[config.mk]
export PLATFORM = sky130hd
export DESIGN_NAME = wb_stage_seq
export DESIGN_NICKNAME = d
export VERILOG_FILES = /design/src/rtl/wb_stage_seq_pkg.sv /design/src/rtl/wb_stage_seq_load_extract.sv /design/src/rtl/wb_stage_seq.sv
export SDC_FILE = /design/constraint.sdc
export NUM_CORES = 1
export LEC_CHECK = 0
export CAP_MARGIN = 30
export CELL_PAD_IN_SITES_DETAIL_PLACEMENT = 0
export CELL_PAD_IN_SITES_GLOBAL_PLACEMENT = 2
export CORE_UTILIZATION = 19
export CTS_CLUSTER_DIAMETER = 150
export DETAILED_ROUTE_END_ITERATION = 7
export PLACE_DENSITY = 0.73
export SETUP_SLACK_MARGIN = 0.3
export SLEW_MARGIN = 25
export SYNTH_ARGS = -nofsm -noshare
export SYNTH_HDL_FRONTEND = slang
export SYNTH_SLANG_ARGS = --single-unit
[constraint.sdc]
create_clock -name clk -period 2.4 [get_ports clk]
set_clock_uncertainty 0.1 [all_clocks]
set_input_delay 0.24 -clock clk [delete_from_list [all_inputs] [get_ports clk]]
set_output_delay 0.24 -clock clk [all_outputs]
set_load 0.03 [all_outputs]
[src/rtl/wb_stage_seq_pkg.sv]
// Shared codes for the writeback stage: op classes, load funct3 codes, FSM states.
package wb_stage_seq_pkg;

  localparam int OP_CODE_W = 9;

  localparam logic [OP_CODE_W-1:0] OP_MRI = 9'h001;
  localparam logic [OP_CODE_W-1:0] OP_IJ  = 9'h002;
  localparam logic [OP_CODE_W-1:0] OP_I2  = 9'h004;
  localparam logic [OP_CODE_W-1:0] OP_U   = 9'h008;
  localparam logic [OP_CODE_W-1:0] OP_J   = 9'h010;

  localparam logic [2:0] F3_LB  = 3'd0;
  localparam logic [2:0] F3_LH  = 3'd1;
  localparam logic [2:0] F3_LW  = 3'd2;
  localparam logic [2:0] F3_LD  = 3'd3;
  localparam logic [2:0] F3_LBU = 3'd4;
  localparam logic [2:0] F3_LHU = 3'd5;
  localparam logic [2:0] F3_LWU = 3'd6;

  typedef enum logic {
    WB_IDLE      = 1'b0,
    WB_WAIT_LOAD = 1'b1
  } wb_state_e;

endpackage

[src/rtl/wb_stage_seq_load_extract.sv]
// Load data extraction: picks the byte/half/word lane from the memory word and extends it.
module load_extract
  import wb_stage_seq_pkg::*;
#(
  parameter int XLEN   = 32,
  parameter int LANE_W = $clog2(XLEN/8)
) (
  input  logic [2:0]        funct3,
  input  logic [LANE_W-1:0] lane,
  input  logic [XLEN-1:0]   word,
  output logic [XLEN-1:0]   value
);

  logic [LANE_W-1:0] off;
  logic [XLEN-1:0]   shifted;

  // NOTE: every combinational output gets a default first so no path can infer a latch.
  always_comb begin
    off = lane & ~LANE_W'(3);
    unique case (funct3)
      F3_LB, F3_LBU: off = lane;
      F3_LH, F3_LHU: off = lane & ~LANE_W'(1);
      default:       off = lane & ~LANE_W'(3);
    endcase
  end

  // Misaligned lane bits below the access size are dropped above, never trapped.
  assign shifted = word >> {off, 3'b000};

  always_comb begin
    value = XLEN'($signed(shifted[31:0]));
    case (funct3)
      F3_LB:   value = XLEN'($signed(shifted[7:0]));
      F3_LBU:  value = XLEN'(shifted[7:0]);
      F3_LH:   value = XLEN'($signed(shifted[15:0]));
      F3_LHU:  value = XLEN'(shifted[15:0]);
      F3_LW:   value = XLEN'($signed(shifted[31:0]));
      F3_LWU:  value = (XLEN == 64) ? XLEN'(shifted[31:0]) : XLEN'($signed(shifted[31:0]));
      F3_LD:   value = (XLEN == 64) ? word : XLEN'($signed(shifted[31:0]));
      default: value = XLEN'($signed(shifted[31:0]));
    endcase
  end

endmodule

[src/rtl/wb_stage_seq.sv]
// Registered writeback stage: selects the result source, waits for load data, drives the RF port.
// Optional retired-instruction counter enabled by defining WB_INSTRET_EN.
module wb_stage_seq
  import wb_stage_seq_pkg::*;
#(
  parameter int XLEN   = 32,
  parameter int OP_W   = 9,
  parameter int NREG   = 32,
  parameter int RD_W   = $clog2(NREG),
  parameter int LANE_W = $clog2(XLEN/8)
) (
  input  logic              clk,
  input  logic              rst,
  input  logic              in_valid,
  output logic              in_ready,
  input  logic [OP_W-1:0]   op,
  input  logic [2:0]        funct3,
  input  logic [RD_W-1:0]   rd,
  input  logic [LANE_W-1:0] addr_lo,
  input  logic [XLEN-1:0]   a_res,
  input  logic [XLEN-1:0]   pc_add_4,
  input  logic [XLEN-1:0]   res_upper_imm,
  input  logic              mem_rsp_valid,
  input  logic [XLEN-1:0]   mem_rsp_data,
  output logic              rf_we,
  output logic [RD_W-1:0]   rf_waddr,
  output logic [XLEN-1:0]   rf_wdata,
  output logic              load_pending
`ifdef WB_INSTRET_EN
  ,
  output logic [63:0]       instret
`endif
);

  wb_state_e         state;
  logic [RD_W-1:0]   ld_rd;
  logic [2:0]        ld_funct3;
  logic [LANE_W-1:0] ld_lane;
  logic [XLEN-1:0]   sel_data;
  logic [XLEN-1:0]   load_value;
  logic              is_load;

  assign in_ready = (state == WB_IDLE);
  assign is_load  = (op == OP_W'(OP_I2));

  always_comb begin
    sel_data = a_res;
    case (op)
      OP_W'(OP_IJ), OP_W'(OP_J): sel_data = pc_add_4;
      OP_W'(OP_U):               sel_data = res_upper_imm;
      default:                   sel_data = a_res;
    endcase
  end

  load_extract #(
    .XLEN   (XLEN),
    .LANE_W (LANE_W)
  ) u_load_extract (
    .funct3 (ld_funct3),
    .lane   (ld_lane),
    .word   (mem_rsp_data),
    .value  (load_value)
  );

  // NOTE: sequential state uses non-blocking assignments so all registers update from pre-edge values.
  always_ff @(posedge clk or posedge rst) begin
    if (rst) begin
      state        <= WB_IDLE;
      rf_we        <= 1'b0;
      rf_waddr     <= '0;
      rf_wdata     <= '0;
      load_pending <= 1'b0;
      ld_rd        <= '0;
      ld_funct3    <= '0;
      ld_lane      <= '0;
    end else begin
      rf_we <= 1'b0;
      unique case (state)
        WB_IDLE: begin
          if (in_valid) begin
            if (is_load) begin
              ld_rd        <= rd;
              ld_funct3    <= funct3;
              ld_lane      <= addr_lo;
              load_pending <= 1'b1;
              state        <= WB_WAIT_LOAD;
            end else begin
              rf_we    <= (rd != '0);
              rf_waddr <= rd;
              rf_wdata <= sel_data;
            end
          end
        end
        WB_WAIT_LOAD: begin
          if (mem_rsp_valid) begin
            rf_we        <= (ld_rd != '0);
            rf_waddr     <= ld_rd;
            rf_wdata     <= load_value;
            load_pending <= 1'b0;
            state        <= WB_IDLE;
          end
        end
        default: state <= WB_IDLE;
      endcase
    end
  end

`ifdef WB_INSTRET_EN
  logic wb_done;

  // Counts completions regardless of the rd==0 write mask.
  assign wb_done = ((state == WB_IDLE) && in_valid && !is_load) ||
                   ((state == WB_WAIT_LOAD) && mem_rsp_valid);

  always_ff @(posedge clk or posedge rst) begin
    if (rst) instret <= '0;
    else if (wb_done) instret <= instret + 64'd1;
  end
`endif

endmodule

==> qor.yml, run 1 <==
detailed_routing:
  first_pass_iters: 6
  wl_met3_um: 990
  met1_length_mm: 7.09
  avgViaCountPerCell: 5.02
  drc_errors: 52
  highest_layer: "met4"
  antenna_left: 0
  routed_wl_mm: 17.1
  drt_iter0_drc: 191
  wl_met2_mm: 8.80
  wl_per_cell_um: 20.5
  dr_total_vias: 4197
status:
  outcome: "finished, violations left"
  violations: "design-rule violations"
timing:
  setup_viol: 0
  layout_setup_ws_ns: 0.379
  rsz0062_at_grt: "no"
  fmax_ghz: 0.495
  holdWs_ns: 0.196
  min_period_ns: 2.02
  max-slew-margin-rel_pct: 68.8
  hold_viol: 0
  tightest_slew_ns: 0.464
  fin_crit_sh_pct: 84.2
  fin_setup_tns_ns: 0
  slew_violations: 0
worst_setup_path:
  reg2reg_depth: 7
  cp-end-kind: "flip-flop"
  cp_slowest_stage_delay_ns: 0.49
  critPathArrivalTime_ns: 2.10
  timing.rr.start: "ld_lane[1]"
  critPathLaunch: "op[6]"
  crit_family: "simple AND/OR/NAND/NOR gates"
  cp.required_ns: 2.47
  crit_slowest_cell: "or4_4"
  r2r-end: "rf_wdata[16]"
  critPathKind: "primary input to flip-flop"
  cp_num_cells: 7
  path_cells: "clkdlybuf4s15_1 > or4_4 > or2_1 > or3_4 > buf_16 > a221oi_4 > a211oi_1"
  start_kind: "primary input"
  r2r_setup_slack_ns: 0.48
  endpoint: "rf_wdata[10]"
  cp_max_fo: 6
  cp_num_buf_inv: 2
logic_synthesis:
  ys_types: 47
  ys_ff_latch: 50
  synth_edf_count: 0
  async_flop_share_pct: 100
  synthSimpleGateAreaFrac_pct: 11.2
  syn_nets: 557
  synthFlopType: "dfrtp_1"
  synthAdderAreaFrac_pct: 0
  ys.warnings.count: 0
  syn_area_um2: 3530
  netlist_instances: 406
  synth_top_family_by_area: "compound AO/OA/AOI/OAI gates"
  synthXorXnorAreaFrac_pct: 0.248
  synth_compound_area_share_pct: 40.0
  synth_area_per_cell_um2: 8.70
  seq_area_frac_synth_pct: 35.4
  synthMuxAreaShare_pct: 6.56
pwr:
  ir_worst_vdd_uv: 238
  power_density_nw_per_um2: 429
  total_power_mw: 2.73
  p_leak_nw: 2.45
layout:
  fin_util_pct: 35.3
  layout_commonest_cell: "clkdlybuf4s50_1"
  fin_cells: 836
  area_growth_pct: 80.7
  fin_nets: 756
  final_cell_mix: "clkdlybuf4s50_1 (184), dfrtp_1 (49), o21ai_0 (36), nand2_1 (34), nor2_1 (32)"
  drive_gt1_share_pct: 17.2
  design_area_um2: 6380
floorplanning:
  die_w_um: 138
  dieArea_um2: 19100
  initial_utilization_pct: 19.5
  rows: 49
  io_pins: 191
  die_height_um: 138
  core-area_um2: 18100
grt:
  grt_pass1_wl_mm: 26.3
  grt_pass1_vias: 4427
  grt_usage_pct: 17.9
  antenna_found_initial: 0
  grt-ovfl-total: 0
  grt_start_max_net_pins: 51
placed_design:
  dp.cells: 822
  pre_cts_slack_ns: -0.279
  place_congestion: 0.845
  dpl.hpwl_mm: 13.6
  io_buffers: 190
  placed_area_um2: 5940
cts:
  h-tree-depth: 2
  clock-root-buffer: "clkbuf_16"
  clk_pin_slew_ns: 0.07
  clockBufferDepth: 2
  clock_sinks: 50
  clk_latency_ns: 0.29
  cts-buffers-inserted: 5
  cts_tree: "yes"
min_path:
  hold_path_class: "primary input to asynchronous set/reset pin"
run:
  maxCapViolCount: 0
-- state kept, by name (all words and copies together) (netlist names) --
signal	flops
rf_wdata	32
load_pending	1
ld_lane	2
rf_waddr	5
ld_funct3	3
state	1
ld_rd	5
rf_we	1
-- kinds of logic after synthesis --
| logic type | count (synthesis) |
|---|---|
| flops | 50 |
| buf+inv | 50 |
| xor+xnor | 1 |
| mux | 22 |
| simple gates | 87 |
| compound gates | 196 |
-- worst min-delay path, delay by kind of cell --
| family | cells | cell delay [ns] |
|---|---|---|
| buf+inv | 3 | 0.72 |
-- final cells by class --
class | instances | area [um2]
diodes | 1 | 2.50
clock buffers | 5 | 125
clock inverters | 3 | 43.8
fillers | 1832 | 11700
inverters | 13 | 48.8
multi-input cells | 306 | 2290
flip-flops and latches | 50 | 1250
well taps | 229 | 287
repair buffers | 229 | 2330
-- how the worst min path moves through the flow --
stage,from,slack [ns],endpoint,depth (start not counted)
floorplan,mem_rsp_valid,0.23,state,1
global placement,load_pending,0.36,load_pending,1
detailed placement,load_pending,0.37,load_pending,1
CTS,rst,0.22,rf_wdata[21],3
global route,rst,0.24,rf_wdata[21],3
finish,rst,0.20,rf_wdata[23],3
-- metal layers --
layer	vias up	global-route usage (%)
met4	0	3.49
met5	-	0
met1	2052	21.5
met3	13	4.05
met2	138	32.6
li1	1994	-
-- report_power, final --
group	internal, mW	total, mW	switching (mW)	leakage, nW
combinational	0.483	0.946	0.463	1.78
clock	0.495	0.833	0.338	0.0842
sequential	0.910	0.955	0.0456	0.590
total	1.89	2.73	0.846	2.45
-- timing repair --
item                       in CTS  in global routing
setup endpoints to repair      46                 25
cloned                          3                  0
pin swaps                      26                  2
hold endpoints to repair        0                  0
hold buffers                    0                  0
buffers inserted                0                  2
gates resized for setup        33                 13
-- synth_stat cells (2+ instances only) --
library cell | n | area, um2
a211oi_1 | 25 | 188
a21o_1 | 2 | 15.0
a21oi_1 | 15 | 75.1
a221o_1 | 7 | 70.1
a221oi_1 | 22 | 193
a221oi_2 | 3 | 45.0
a22o_1 | 8 | 70.1
a22oi_1 | 31 | 233
a2bb2oi_1 | 7 | 61.3
a31oi_1 | 16 | 100
buf_2 | 8 | 40.0
buf_4 | 2 | 15.0
buf_6 | 2 | 22.5
clkbuf_1 | 24 | 90.1
dfrtp_1 | 50 | 1250
inv_1 | 13 | 48.8
mux2_2 | 9 | 101
mux2i_1 | 13 | 130
nand2_1 | 34 | 128
nor2_1 | 33 | 124
nor2b_1 | 3 | 18.8
nor3_1 | 5 | 25.0
nor3b_1 | 2 | 15.0
o21a_1 | 2 | 15.0
o21ai_0 | 38 | 190
o21ai_1 | 3 | 15.0
o22a_1 | 7 | 61.3
o31ai_1 | 2 | 15.0
or4_1 | 2 | 15.0
Note: power is estimated with default switching activity, not from simulation.
==> run 2: changes to the inputs <==
--- a/config.mk
+++ b/config.mk
@@ -8,10 +8,10 @@
 export CAP_MARGIN = 30
 export CELL_PAD_IN_SITES_DETAIL_PLACEMENT = 0
 export CELL_PAD_IN_SITES_GLOBAL_PLACEMENT = 2
-export CORE_UTILIZATION = 19
+export CORE_UTILIZATION = 21
 export CTS_CLUSTER_DIAMETER = 150
 export DETAILED_ROUTE_END_ITERATION = 7
-export PLACE_DENSITY = 0.73
+export PLACE_DENSITY = 0.77
 export SETUP_SLACK_MARGIN = 0.3
 export SLEW_MARGIN = 25
 export SYNTH_ARGS = -nofsm -noshare
==> constraint.sdc (replaced) <==
create_clock -name clk -period 2 [get_ports clk]
set_clock_uncertainty 0.1 [all_clocks]
set_input_delay 0.2 -clock clk [delete_from_list [all_inputs] [get_ports clk]]
set_output_delay 0.2 -clock clk [all_outputs]
set_load 0.03 [all_outputs]
==> run 2 against run 1 <==
Net effect: the run now ends clean; global-route usage rose by 1.6 points; highest routed layer is now met5; critical path depth did not move; first-iteration DRC count decreased by 20%; flip-flop and latch count stayed put; critical path type unchanged; sequential power rose by 19%; clock-buffer cell count unchanged; hold slack worse by 0.034 ns.
==> qor.yml, run 2 (same netlist as run 1, synthesis figures left out) <==
cts:
  h-tree-depth: 2  # unchanged
  clock_sinks: 50  # unchanged
  cts_tree: "yes"
  clk_pin_slew_ns: 0.08  # about the same
  clockBufferDepth: 2  # unchanged
  clk_latency_ns: 0.29  # about the same
  clock-root-buffer: "clkbuf_16"
  cts-buffers-inserted: 5  # unchanged
layout:
  drive_gt1_share_pct: 23.6  # +6.4 points
  layout_commonest_cell: "clkdlybuf4s50_1"
  largest_register_ffs: 32  # unchanged
  final_cell_mix: "clkdlybuf4s50_1 (170), dfrtp_1 (50), buf_4 (38), nand2_1 (33), o21ai_0 (33)"
  area_growth_pct: 91.6
  fin_cells: 844  # +0.96%
  design_area_um2: 6760  # +6.0%
  largest_register: "rf_wdata"
  fin_nets: 774  # +2.4%
  largest_registers: "rf_wdata (32), ld_rd (5), rf_waddr (5)"
  num_antenna_cells: 0  # -1
worst_setup_path:
  cp-end-kind: "flip-flop"
  critPathArrivalTime_ns: 2.06  # -0.04 ns
  cp.required_ns: 2.07  # -0.40 ns
  start_kind: "primary input"
  critPathKind: "primary input to flip-flop"
  cp_max_fo: 7  # +1
  reg2reg_depth: 7  # unchanged
  r2r_setup_slack_ns: 0.13  # -0.35 ns
floorplanning:
  dieArea_um2: 17300  # -9.4%
  core-area_um2: 16500  # -8.6%
  rows: 47  # -4.1%
  initial_utilization_pct: 21.4  # +1.8 points
  io_pins: 191  # unchanged
  die_w_um: 132  # -4.8%
  die_height_um: 132  # -4.8%
timing:
  fmax_ghz: 0.503
  rsz0062_at_grt: "yes"
  hold_viol: 0  # unchanged
  tightest_slew_ns: 0.497  # +0.0339 ns
  min_period_ns: 1.99
  fin_crit_sh_pct: 99.4
  slew_violations: 0  # unchanged
  max-slew-margin-rel_pct: 66.5  # -2.3 points
  setup_viol: 0  # unchanged
  layout_setup_ws_ns: 0.0127  # -0.367 ns
  fin_setup_tns_ns: 0  # unchanged
status:
  outcome: "finished clean"
pwr:
  ir_worst_vdd_uv: 454  # +91%
  p_leak_nw: 2.63  # +7.2%
  power_density_nw_per_um2: 496  # +16%
placed_design:
  placed_area_um2: 6070  # +2.2%
  io_buffers: 190  # unchanged
  dpl.hpwl_mm: 13.2  # -3.0%
  place_congestion: 0.840  # -0.60%
  pre_cts_slack_ns: -0.626  # -0.346 ns
  dp.cells: 828  # +0.73%
detailed_routing:
  dr_total_vias: 4307  # +2.6%
  antenna_left: 0  # unchanged
  first_pass_iters: 4  # -2
  drt_iter0_drc: 153  # -20%
  avgViaCountPerCell: 5.10  # +1.6%
  wl_per_cell_um: 20.4  # -0.35%
  routed_wl_mm: 17.2  # +0.60%
  drc_errors: 0  # -100%
grt:
  grt_start_max_net_pins: 51  # unchanged
  grt-ovfl-total: 0  # unchanged
  grt_pass1_vias: 4469  # +0.95%
  antenna_found_initial: 1  # +1
  grt_usage_pct: 19.5  # +1.6 points
  grt_pass1_wl_mm: 26.0  # -1.3%
run:
  maxCapViolCount: 0  # unchanged
min_path:
  hold_path_class: "primary input to asynchronous set/reset pin"
## run 2: through the flow
| stage | total power [mW] | hold slack (ns) | util (%) |
|---|---|---|---|
| floorplan | 1.61 | 0.185 | - |
| global placement | 2.28 | 0.368 | 36.8 |
| detailed placement | 2.29 | 0.369 | 36.8 |
| CTS | 3.34 | 0.177 | 39.2 |
| global route | 3.50 | 0.208 | 40.9 |
| finish | 3.36 | 0.163 | 40.9 |
## run 2: worst paths after layout
check,startpoint,endpoint
max reg2reg,ld_funct3[0],rf_wdata[27]
max in group asynchronous,rst,rf_wdata[11]
min in group clk,load_pending,load_pending
min,rst,rf_wdata[23]
min reg2reg,load_pending,load_pending
max,op[5],rf_wdata[14]
## run 2: repair_timing
action | in CTS | in global routing
cloned | 4 | 2
pin swaps | 56 | 23
gates resized for setup | 59 | 53
setup endpoints to repair | 56 | 52
setup buffers | 0 | 2
hold buffers | 0 | 0
## run 2: per-layer routing
metal | vias up | global-route usage [%] | share of wire (%) | routed length [um]
li1 | 2029 | - | - | -
met1 | 2106 | 23.4 | 41 | 7050
met2 | 150 | 35.2 | 51 | 8880
met3 | 20 | 4.21 | 5.9 | 1030
met4 | 2 | 4.20 | 1.6 | 282
met5 | - | 0 | 0.064 | 11
## run 2: layout make-up
class | count | area [um2]
Fill cell | 1646 | 9760
Tap cell | 220 | 275
Timing Repair Buffer | 247 | 2530
Clock buffer | 5 | 125
Multi-Input combinational cell | 306 | 2480
Inverter | 13 | 48.8
Sequential cell | 50 | 1250
Clock inverter | 3 | 43.8
## run 2: worst max-delay path, cell delays in order
cell,delay [ns]
clkbuf_2,0.08
or4_4,0.53
or2_1,0.24
or3_4,0.48
buf_12,0.19
a221oi_2,0.26
a211oi_1,0.08
## run 2: power breakdown
| part | internal (mW) | switching (mW) |
|---|---|---|
| Sequential | 1.09 | 0.0529 |
| Combinational | 0.615 | 0.579 |
| Clock | 0.594 | 0.422 |
| Total | 2.30 | 1.05 |
==> run 3: changes to the inputs <==
--- a/config.mk
+++ b/config.mk
@@ -8,10 +8,11 @@
 export CAP_MARGIN = 30
 export CELL_PAD_IN_SITES_DETAIL_PLACEMENT = 0
 export CELL_PAD_IN_SITES_GLOBAL_PLACEMENT = 2
-export CORE_UTILIZATION = 21
+export CORE_UTILIZATION = 22
+export CTS_BUF_LIST = sky130_fd_sc_hd__clkbuf_4
 export CTS_CLUSTER_DIAMETER = 150
 export DETAILED_ROUTE_END_ITERATION = 7
-export PLACE_DENSITY = 0.77
+export PLACE_DENSITY = 0.8
 export SETUP_SLACK_MARGIN = 0.3
 export SLEW_MARGIN = 25
 export SYNTH_ARGS = -nofsm -noshare
==> run 3 against run 2 <==
Net effect: design area is 1.0% lower; final cell count is 0.24% lower; worst setup slack better by 0.095 ns; wire length is 1.4% lower; largest cell class unchanged.
==> qor.yml, run 3 (same netlist as run 1, synthesis figures left out) <==
detailed_routing:
  drc_errors: 0  # unchanged
  met1_length_mm: 6.87  # -2.6%
  wl_met3_mm: 1.07  # +4.7%
  first_pass_iters: 5  # +1
  routed_wl_mm: 17.0  # -1.4%
  antenna_left: 0  # unchanged
  highest_layer: "met4"
  avgViaCountPerCell: 5.19  # +1.6%
  dr_total_vias: 4366  # +1.4%
  drt_iter0_drc: 188  # +23%
  wl_per_cell_um: 20.2  # -1.1%
  wl_met2_mm: 8.37  # -5.7%
pwr:
  cellInternalPower_mw: 1.82  # -21%
  power_density_nw_per_um2: 426  # -14%
  p_seq_share_pct: 40.1  # +6.0 points
  clkPwrFrac_pct: 19.4  # -11 points
  p_sw_mw: 1.03  # -2.0%
  p_leak_nw: 2.62  # -0.26%
  ir_worst_vdd_uv: 244  # -46%
  total_power_mw: 2.85  # -15%
  p_comb_share_pct: 40.5  # +4.9 points
  sw_frac_of_total_pct: 36.3  # +4.8 points
grt:
  grt_pass1_wl_mm: 24.9  # -4.1%
  antenna_found_initial: 1  # unchanged
  grt_pass1_vias: 4453  # -0.36%
  grt-ovfl-total: 0  # unchanged
  grt_usage_pct: 20.0  # +0.52 points
  grt_start_max_net_pins: 51  # unchanged
floorplanning:
  die_height_um: 129  # -2.3%
  core-area_um2: 15400  # -6.6%
  dieArea_um2: 16600  # -4.5%
  rows: 45  # -4.3%
  initial_utilization_pct: 22.9  # +1.5 points
  die_w_um: 129  # -2.3%
  io_pins: 191  # unchanged
worst_setup_path:
  cp_num_cells: 7  # unchanged
  cp_max_fo: 7  # unchanged
  critPathLaunch: "op[8]"
  cp.required_ns: 2.20  # +0.13 ns
  cp_num_buf_inv: 2  # unchanged
  crit_family: "simple AND/OR/NAND/NOR gates"
  critPathKind: "primary input to flip-flop"
  critPathArrivalTime_ns: 2.09  # +0.03 ns
  start_kind: "primary input"
  cp_slowest_stage_delay_ns: 0.53  # about the same
  path_cells: "buf_6 > or4_4 > or2_1 > or3_4 > buf_12 > a221oi_2 > a211oi_1"
  timing.rr.start: "ld_lane[1]"
  crit_slowest_cell: "or4_4"
  reg2reg_depth: 7  # unchanged
  cp-end-kind: "flip-flop"
placed_design:
  dp.cells: 816  # -1.4%
  place_congestion: 0.877  # +4.4%
  io_buffers: 190  # unchanged
  placed_area_um2: 6040  # -0.56%
  dpl.hpwl_mm: 12.9  # -2.2%
layout:
  drive_gt1_share_pct: 24.3  # +0.77 points
  largest_register_ffs: 32  # unchanged
  largest_registers: "rf_wdata (32), ld_rd (5), rf_waddr (5)"
  design_area_um2: 6700  # -1.0%
  fin_nets: 779  # +0.65%
  fill_cells: 1545  # -6.1%
  largest_register: "rf_wdata"
  layout_commonest_cell: "clkdlybuf4s50_1"
  fin_util_pct: 43.4  # +2.5 points
  fin_cells: 842  # -0.24%
  area_growth_pct: 89.6
  seq_area_um2: 1250  # about the same
  final_cell_mix: "clkdlybuf4s50_1 (142), dfrtp_1 (49), dlygate4sd2_1 (41), o21ai_0 (37), buf_4 (37)"
  multi_input_area_um2: 2520  # +1.3%
min_path:
  hold_path_class: "primary input to asynchronous set/reset pin"
timing:
  min_period_ns: 1.89  # -0.0948 ns
  slew_violations: 0  # unchanged
  max-slew-margin-rel_pct: 66.6  # +0.16 points
  setup_viol: 0  # unchanged
  rsz0062_at_grt: "yes"
  fmax_ghz: 0.528  # +5.0%
  tightest_slew_ns: 0.495  # -0.00238 ns
  holdWs_ns: 0.0336  # -0.129 ns
  hold_viol: 0  # unchanged
  fin_crit_sh_pct: 94.6  # -4.7 points
status:
  outcome: "finished clean"
run:
  maxCapViolCount: 0  # unchanged
cts:
  h-tree-depth: 2  # unchanged
  clk_latency_ns: 0.41  # +0.12 ns
  clockBufferDepth: 2  # unchanged
  clock-root-buffer: "clkbuf_4"
  cts-buffers-inserted: 5  # unchanged
  cts_tree: "yes"
  cts_hold_buf: 0  # unchanged
  clock_sinks: 50  # unchanged
  clk_pin_slew_ns: 0.18  # +0.10 ns
run 3: cell count changes in the layout (fill, tap and decap cells not counted), moves of 5 or more:
cell,delta
dlygate4sd2_1,+32
clkdlybuf4s50_1,-28
clkbuf_16,-5
clkbuf_4,+5
dlymetal6s2s_1,-5
mux2_2,-5
mux2_4,+5
run 3: path summary, 6_finish.rpt:
kind,slack (ns),endpoint
worst min register to register,0.40,rf_waddr[1]
worst max-delay path,0.11,rf_wdata[24]
worst min-delay path,0.03,ld_funct3[1]
worst max register to register,0.20,rf_wdata[22]
max in group asynchronous,1.51,rf_wdata[14]
min in group clk,0.22,ld_lane[1]
run 3: layout make-up:
type,instances,share of cell area (%)
antenna,2,0.0748
clock buffer,5,0.561
clock inverter,3,0.430
inverter,13,0.729
multi-input combinational,306,37.6
sequential,50,18.7
tap,211,3.94
timing repair buffer,252,38.0
run 3: power by group through the flow:
| stage | registers, mW | clock network, mW | logic (mW) |
|---|---|---|---|
| 2_1_floorplan | 1.31 | 0 | 0.308 |
| 3_3_place_gp | 1.16 | 0 | 1.11 |
| 3_5_place_dp | 1.16 | 0 | 1.11 |
| 4_1_cts | 1.14 | 0.570 | 1.10 |
| 5_1_grt | 1.15 | 0.598 | 1.23 |
| 6_report | 1.14 | 0.553 | 1.16 |
run 3: what timing repair did:
item,in CTS,in global routing
pin swaps,47,22
gates resized for setup,102,44
setup endpoints to repair,90,49
gates cloned,4,3
setup buffers,8,1
run 3: worst register-to-register path: stages, from the launching register on:
cell and delay (ns):
dfrtp_2 0.44, inv_1 0.15, a21oi_2 0.10, buf_4 0.18, o211a_1 0.22, a211oi_2 0.22, buf_12 0.19, a211oi_1 0.09
run 3: metal layers:
metal,up-vias,GRT usage [%]
li1,2037,-
met1,2097,23.7
met2,192,35.6
met3,40,4.03
met4,0,7.40
met5,-,0
run 3: stage by stage:
stage / TNS [ns] / setup WS, ns
floorplan: -4.32 / -0.177
global placement: -25.63 / -0.567
detailed placement: -26.46 / -0.626
CTS: 0 / 0.106
global route: 0 / 0.0658
finish: 0 / 0.108
